===== src/rtl/bus_pkg.sv =====
// Shared definitions for the N-master bus arbiter: slave response codes,
// FSM state encoding and the master-count legality check.
package bus_pkg;

    localparam logic [1:0] RESP_OKAY  = 2'b00;
    localparam logic [1:0] RESP_ERROR = 2'b01;
    localparam logic [1:0] RESP_RETRY = 2'b10;
    localparam logic [1:0] RESP_SPLIT = 2'b11;

    typedef enum logic [1:0] {
        ST_IDLE  = 2'd0,
        ST_GRANT = 2'd1,
        ST_ADDR  = 2'd2,
        ST_DATA  = 2'd3
    } bus_state_e;

    localparam int NUM_MASTERS_MIN = 2;
    localparam int NUM_MASTERS_MAX = 8;

    function automatic bit num_masters_ok(input int n);
        return (n >= NUM_MASTERS_MIN) && (n <= NUM_MASTERS_MAX);
    endfunction

endpackage


===== src/rtl/bus_prio_pick.sv =====
// Combinational winner picker: first set bit of 'eligible' searching upward
// from 'ptr' and wrapping modulo NUM_MASTERS. ptr = 0 gives fixed priority.
module bus_prio_pick #(
    parameter int NUM_MASTERS = 2,
    parameter int MW          = $clog2(NUM_MASTERS)
) (
    input  logic [NUM_MASTERS-1:0] eligible,
    input  logic [MW-1:0]          ptr,
    output logic [MW-1:0]          winner,
    output logic                   valid
);

    // Scan from the lowest priority down so the highest-priority hit lands last.
    always_comb begin
        int idx;
        idx    = 0;
        winner = '0;
        valid  = 1'b0;
        for (int off = NUM_MASTERS - 1; off >= 0; off--) begin
            idx = (int'(ptr) + off) % NUM_MASTERS;
            if (eligible[idx]) begin
                winner = MW'(idx);
                valid  = 1'b1;
            end
        end
    end

endmodule


===== src/rtl/bus_arbiter_n.sv =====
// N-master bus arbiter / transfer controller (IDLE->GRANT->ADDR->DATA).
// Define BUS_ARB_ROUND_ROBIN_EN for rotating priority; default is fixed priority.
module bus_arbiter_n
    import bus_pkg::*;
#(
    parameter int NUM_MASTERS = 2,
    parameter int WAIT_MAX    = 16,
    parameter int MW          = $clog2(NUM_MASTERS)
) (
    input  logic                   clk,
    input  logic                   rst,
    input  logic [NUM_MASTERS-1:0] busreq,
    input  logic [NUM_MASTERS-1:0] read_write,
    input  logic                   ready,
    input  logic [1:0]             response,
    input  logic [NUM_MASTERS-1:0] split_resume,
    output logic [NUM_MASTERS-1:0] grant,
    output logic [MW-1:0]          master_sel,
    output logic                   aout,
    output logic                   dout_en,
    output logic                   write,
    output logic                   error,
    output logic                   timeout,
    output logic [NUM_MASTERS-1:0] split_mask
);

    localparam int CW = $clog2(WAIT_MAX + 1);

    if (!num_masters_ok(NUM_MASTERS) || WAIT_MAX < 1) begin : g_bad_param
        $error("bus_arbiter_n: NUM_MASTERS must be 2..8 and WAIT_MAX >= 1");
    end

    bus_state_e             state_q, state_d;
    logic [CW-1:0]          wait_cnt, cnt_d;
    logic [NUM_MASTERS-1:0] split_set;
    logic                   load, err_d, tmo_d;
    logic [MW-1:0]          pick_idx, ptr;
    logic                   pick_vld;

`ifdef BUS_ARB_ROUND_ROBIN_EN
    logic [MW-1:0] rr_ptr;
    logic          data_done;

    // Pointer moves past any master leaving DATA for IDLE; RETRY stays in the loop.
    assign data_done = (state_q == ST_DATA) && (state_d == ST_IDLE);
    assign ptr       = rr_ptr;

    always_ff @(posedge clk or negedge rst) begin
        if (!rst)
            rr_ptr <= '0;
        else if (data_done)
            rr_ptr <= (master_sel == MW'(NUM_MASTERS - 1)) ? '0 : master_sel + MW'(1);
    end
`else
    assign ptr = '0;
`endif

    bus_prio_pick #(
        .NUM_MASTERS (NUM_MASTERS),
        .MW          (MW)
    ) u_pick (
        .eligible (busreq & ~split_mask),
        .ptr      (ptr),
        .winner   (pick_idx),
        .valid    (pick_vld)
    );

    always_comb begin
        state_d   = state_q;
        cnt_d     = wait_cnt;
        load      = 1'b0;
        err_d     = 1'b0;
        tmo_d     = 1'b0;
        split_set = '0;
        case (state_q)
            ST_IDLE: begin
                if (pick_vld) begin
                    load    = 1'b1;
                    state_d = ST_GRANT;
                end
            end
            ST_GRANT: state_d = busreq[master_sel] ? ST_ADDR : ST_IDLE;
            ST_ADDR: begin
                cnt_d   = '0;
                state_d = ST_DATA;
            end
            ST_DATA: begin
                if (ready) begin
                    case (response)
                        RESP_OKAY:  state_d = ST_IDLE;
                        RESP_ERROR: begin
                            err_d   = 1'b1;
                            state_d = ST_IDLE;
                        end
                        RESP_RETRY: state_d = ST_GRANT;
                        default: begin
                            split_set = NUM_MASTERS'(1) << master_sel;
                            state_d   = ST_IDLE;
                        end
                    endcase
                end else if (wait_cnt == CW'(WAIT_MAX - 1)) begin
                    // This edge samples the WAIT_MAX-th consecutive low cycle.
                    err_d   = 1'b1;
                    tmo_d   = 1'b1;
                    state_d = ST_IDLE;
                end else begin
                    cnt_d = wait_cnt + CW'(1);
                end
            end
            default: state_d = ST_IDLE;
        endcase
    end

    always_ff @(posedge clk or negedge rst) begin
        if (!rst) begin
            state_q    <= ST_IDLE;
            wait_cnt   <= '0;
            master_sel <= '0;
            write      <= 1'b0;
            error      <= 1'b0;
            timeout    <= 1'b0;
            split_mask <= '0;
        end else begin
            state_q  <= state_d;
            wait_cnt <= cnt_d;
            error    <= err_d;
            timeout  <= tmo_d;
            if (load) begin
                master_sel <= pick_idx;
                write      <= read_write[pick_idx];
            end
            // A SPLIT landing with a resume on the same bit keeps the master parked.
            split_mask <= (split_mask & ~split_resume) | split_set;
        end
    end

    assign grant   = (state_q != ST_IDLE) ? (NUM_MASTERS'(1) << master_sel) : '0;
    assign aout    = (state_q == ST_ADDR);
    assign dout_en = (state_q == ST_DATA);

endmodule


===== config.mk =====
export PLATFORM = sky130hd
export DESIGN_NAME = bus_arbiter_n
export DESIGN_NICKNAME = d
export VERILOG_FILES = /design/src/rtl/bus_pkg.sv /design/src/rtl/bus_prio_pick.sv /design/src/rtl/bus_arbiter_n.sv
export SDC_FILE = /design/constraint.sdc
export NUM_CORES = 1
export LEC_CHECK = 0
export BUFFER_PORTS_ARGS = -buffer_cell sky130_fd_sc_hd__buf_4
export CAP_MARGIN = 5
export CORE_MARGIN = 2
export CORE_UTILIZATION = 40
export DETAILED_ROUTE_END_ITERATION = 6
export HOLD_SLACK_MARGIN = 0.08
export PLACE_DENSITY = 0.68
export SLEW_MARGIN = 20
export SYNTH_ARGS = -nofsm -noshare
export SYNTH_HDL_FRONTEND = slang
export SYNTH_SLANG_ARGS = --single-unit

===== constraint.sdc =====
create_clock -name clk -period 1.64 [get_ports clk]
set_clock_uncertainty 0.05 [all_clocks]
set_input_delay 0.082 -clock clk [delete_from_list [all_inputs] [get_ports clk]]
set_output_delay 0.082 -clock clk [all_outputs]
set_load 0.1 [all_outputs]

-- After elaboration in Yosys (flattened, before gate mapping)
Cells that the tools add are included.
- register bits: 13
- latch bits: 0
- RAM bits: 0
- ROM bits: 0
- bits of input ports: 11
- output and inout bits: 10
- logic and storage cells: 61
- memories kept: 0
- $add $sub $neg: 1
- multiply operators: 0
- div/mod/pow operators: 0
- order comparisons: 2
- equality and inequality tests: 10
- shifts and indexed selects: 1
- mux-type cells: 28
- bitwise logic cells: 5
- reductions and logical operators: 7
- operator list (kind ; number):
    $mux W1 ; 16
    $mux W2 ; 8
    $mux W5 ; 2
    $pmux W5 S2 ; 1
    $pmux W2 S4 ; 1
    $eq A2 B2 Y1 const B ; 3
    $ne A2 B2 Y1 const B ; 3
    $add A5 B1 Y5 const B ; 1
    $eq A5 B4 Y1 const B ; 1
    $and A2 B2 Y2 ; 2
    $eq A2 B1 Y1 const B ; 2
    $logic_not A2 Y1 ; 2
    $lt A1 B2 Y1 const B ; 2
    $not A2 Y2 ; 2
    $reduce_bool A2 Y1 ; 2
    $ne A3 B2 Y1 const B ; 1
    $reduce_and A3 Y1 ; 1
    $reduce_or A3 Y1 ; 1
    $or A2 B2 Y2 ; 1
    $reduce_and A2 Y1 ; 1
    $shl A1 B1 Y2 const A ; 1

-- Depth between registers and ports, before layout
- depth after elaboration: 6
- mapped depth: 6
- depth with buffers taken out: 6

-- By module
Synthesis repeated with hierarchy kept, for this count alone.
- cell total of the unflattened synthesis: 70
- area total of the unflattened synthesis: 673.1 um2
- modules (own cells, without submodules) (module ; instances ; cells each ; area an instance (um2) ; sequential area each (um2)):
    bus_arbiter_n ; 1 ; 67 ; 655.6 ; 325.3
    bus_prio_pick ; 1 ; 3 ; 17.5 ; 0.0

-- Worst setup path before layout
No wires, ideal clock.
- kind: register -> output
- start point: register master_sel
- end point: output grant[1]
- data arrival time: 2.411 ns
- required time: 1.508 ns
- slack: -0.903 ns
- stages on the path, launching flop included: 3
- path buffers: 0
- cells stage by stage: dfrtp_1 -> inv_1 -> nor2_1
- longest elaborated chain between the ends: 2
- ends and longest elaborated chain (element ; line ; source):
    from (decl) ; bus_arbiter_n.sv:18 ; output logic [MW-1:0] master_sel,
    from (signal assigned) ; bus_arbiter_n.sv:129 ; master_sel <= pick_idx;
    $shl A1 B1 Y2 ; bus_arbiter_n.sv:137 ; assign grant = (state_q != ST_IDLE) ? (NUM_MASTERS'(1) << master_sel) : '0;
    $mux W2 ; bus_arbiter_n.sv:137 ;
    to (decl) ; bus_arbiter_n.sv:17 ; output logic [NUM_MASTERS-1:0] grant,
No other way between the ends.

-- Worst setup path in the final report
- start point: register wait_cnt[1]
- end point: register wait_cnt[4]
- longest elaborated chain between the ends: 4
- elaborated cells on any way between the ends: 7
- those cells by class: add/sub (1); eq/ne (2); mux (3); reduce/logical (1)
- ends and longest elaborated chain (element ; line ; source):
    from (decl) ; bus_arbiter_n.sv:34 ; logic [CW-1:0] wait_cnt, cnt_d;
    from (signal assigned) ; bus_arbiter_n.sv:125 ; wait_cnt <= cnt_d;
    $add A5 B1 Y5 ; bus_arbiter_n.sv:107 ; cnt_d = wait_cnt + CW'(1);
    $mux W5 ; bus_arbiter_n.sv:101 ; end else if (wait_cnt == CW'(WAIT_MAX - 1)) begin
    $mux W5 ; bus_arbiter_n.sv:88 ; if (ready) begin
    $pmux W5 S2 ; bus_arbiter_n.sv:75 ; case (state_q)
Parallel ways exist; a longest one is shown, timed or not. The select of a mux whose other input is x is not followed.
A chain may end at the register's enable or synchronous reset.

==> flow_summary.json <==
{
  "status": "complete, but fails checks",
  "violations": "setup timing",
  "worst_setup_path_end_kind": "register",
  "n_antenna_cell": 0,
  "design_area_um2": 1050,
  "setup_tns_ps": -97.6,
  "synth_fp_nets": 79,
  "grt_start_max_net_pins": 14,
  "die_w_um": 44.8,
  "rows": 14,
  "setup.worst_path.start_class": "register",
  "grt_pass1_vias": 594,
  "gp_congestion": 0.729,
  "viasPerCell": 5.25,
  "yosys-top-cells-area": "dfrtp_1, inv_1, ha_1, nor2_1, and3_1",
  "drive_above_1_share": 0.472,
  "reg2reg_depth": 6,
  "grt_usage": 0.180,
  "cp_slowest_cell": "or4b_1",
  "cap_viol_max_count": 0,
  "finalHoldViolCount": 0,
  "critPathMaxStageDelay_ps": 450,
  "crit_required_ps": 1790,
  "synth-xor-area-share": 0,
  "synth_top_family_by_area": "simple AND/OR/NAND/NOR gates",
  "max_freq_mhz": 577,
  "hp-class": "in2reg",
  "path_buf_inv": 0,
  "final_max_slew_viol_count": 0,
  "crit_type": "reg2reg",
  "netlist_top_cells_count": "dfrtp_1, inv_1, nor2_1",
  "hold-worst-slack_ps": 86.5,
  "crit_fanout": 2,
  "fillCellCount": 116,
  "ff2ff_setup_slack_ps": -90,
  "synth.avg_cell_area_um2": 10.1,
  "cts_sinks": 13,
  "area_delta_synth_final_pct": 58.6,
  "crit_path_cell_trace": "ha_2 -> and3_4 -> ha_4 -> or4b_1 -> o21ai_1 -> o2bb2ai_1",
  "synth_top_area_share": 0.490,
  "synth-main-ff-cell": "dfrtp_1",
  "synthMostInstantiatedCell": "dfrtp_1",
  "cts-root-buf": "clkbuf_4",
  "ys_types": 29,
  "grt_pass1_wl_um": 2530,
  "drt-total-wl_um": 1620,
  "drt-pass1-iter-count": 4,
  "async_flop_share": 1.00,
  "tightest_slew_ps": 304,
  "synthCells": 66,
  "yosys_warnings": 0,
  "htree_levels": 1,
  "cts.path.max_buffers": 2,
  "worstHoldPathCells": 3,
  "power_w": 0.00198,
  "synth_compound_area_frac": 0.186,
  "ys_ff_latch": 13,
  "finalCritPeriodShare": 1.06,
  "tritoncts": "built",
  "path_depth": 6,
  "layout_min_cycle_time_ps": 1730,
  "pin_count": 21,
  "cts_buffers": 3,
  "die_area_um2": 2000,
  "wl_per_cell_um": 13.3,
  "setup_viol": 2,
  "dpl.hpwl_um": 1120,
  "syn_area_um2": 664,
  "fin_ws_ps": -94.6,
  "vias": 641,
  "cpLargestDelayFamily": "simple AND/OR/NAND/NOR gates",
  "dpl_cell_area_um2": 915,
  "final_nets": 120,
  "initial_core_util": 0.436,
  "synth_edf_count": 0,
  "power.density_nw_per_um2": 1880,
  "grt_overflow": 0,
  "critPathArrivalTime_ps": 1890,
  "max-vdd-ir-drop_mv": 1.16,
  "ys_seq_area_frac": 0.490,
  "drtIter0Drc": 7,
  "drc_errors": 0,
  "yosysTopAreaCell": "dfrtp_1",
  "die_h_um": 44.8,
  "synth-simple-area-share": 0.190,
  "fin_util": 0.691,
  "postRouteAntennaNets": 0,
  "yosys-mux-area-fraction": 0.0320,
  "portBuffers": 20,
  "antenna_found_initial": 0,
  "path_clk_slew_ps": 70,
  "synthAdderAreaFrac": 0.0377,
  "rsz0062_at_grt": "true",
  "core_area_um2": 1520,
  "clk-insertion-delay-late_ps": 270,
  "relSlewSlack": 0.795,
  "leakage_nw": 0.505
}
cell families after synthesis:
logic type / count (synthesis)
adder cells (fa/ha/maj): 2
AND/OR/NAND/NOR: 22
AO/OA/AOI/OAI: 18
multiplexers: 2
flip-flops: 13
buffers and inverters: 9
what timing repair did:
action | in CTS | in global routing
hold buffers | 7 | 0
endpoints found under the hold margin | 18 | 0
gates resized for setup | 2 | 3
setup endpoints to repair | 4 | 8
buffers inserted | 1 | 2
pin swaps | 2 | 1
worst paths after layout:
path                                    end   startpoint
worst max-delay path            wait_cnt[4]  wait_cnt[1]
worst min register to register        write        write
max in group asynchronous        state_q[0]          rst
min in group asynchronous       wait_cnt[4]          rst
worst max register to register  wait_cnt[4]  wait_cnt[1]
worst min-delay path               register    busreq[1]
routing by layer:
| layer | wire (µm) | vias to the layer above | global-route usage |
|---|---|---|---|
| met5 | 0 | - | 0 |
| met4 | 21 | 0 | 0.0727 |
| met3 | 88 | 2 | 0.0720 |
| met2 | 763 | 17 | 0.287 |
| met1 | 744 | 301 | 0.215 |
| li1 | - | 321 | - |
power by group:
group,leakage [nW],internal [W],switching (W)
Clock,0.0150,0.0000943,0.0000966
Sequential,0.167,0.000409,0.000115
Combinational,0.323,0.000383,0.000886
Total,0.505,0.000886,0.00110
metrics by stage:
stage | setup WS [ps] | std cells
after global routing | -214 | 122
after detailed placement | -116 | 108
after CTS | -131 | 120
final | -94.6 | 122
after floorplan | -241 | 66
after global placement | -80.4 | 108
sequential cells by signal, indices dropped and copies added (netlist names), named ones only:
register and cells:
error 1, master_sel 1, split_mask 2, state_q 1
timeout 1, wait_cnt 5, write 1
layout make-up:
| class | instances | area [µm²] | area share |
|---|---|---|---|
| clock buffers | 4 | 26.3 | 0.0249 |
| inverters | 7 | 30.0 | 0.0285 |
| repair buffers | 38 | 303 | 0.287 |
| multi-input cells | 44 | 344 | 0.327 |
| well taps | 16 | 20.0 | 0.0190 |
| flip-flops and latches | 13 | 330 | 0.314 |
cells in the final DEF (no fill, tap or decap), types with 2 or more instances in the layout:
cell type	instances
and3_1	2
o22ai_1	2
buf_4	31
o21ai_1	2
inv_1	6
dfrtp_1	9
o21ai_0	3
nor2_2	2
dfrtp_2	4
a22o_1	2
nor2b_1	2
a21oi_1	3
clkbuf_4	3
dlygate4sd3_1	7
nand2b_1	2
nor2_1	3
worst min-delay path, stage by stage:
cell     delay [ps]
buf_4            80
mux2i_1          60
o21ai_0         150
No activity file was read; power rests on OpenSTA's default activity.
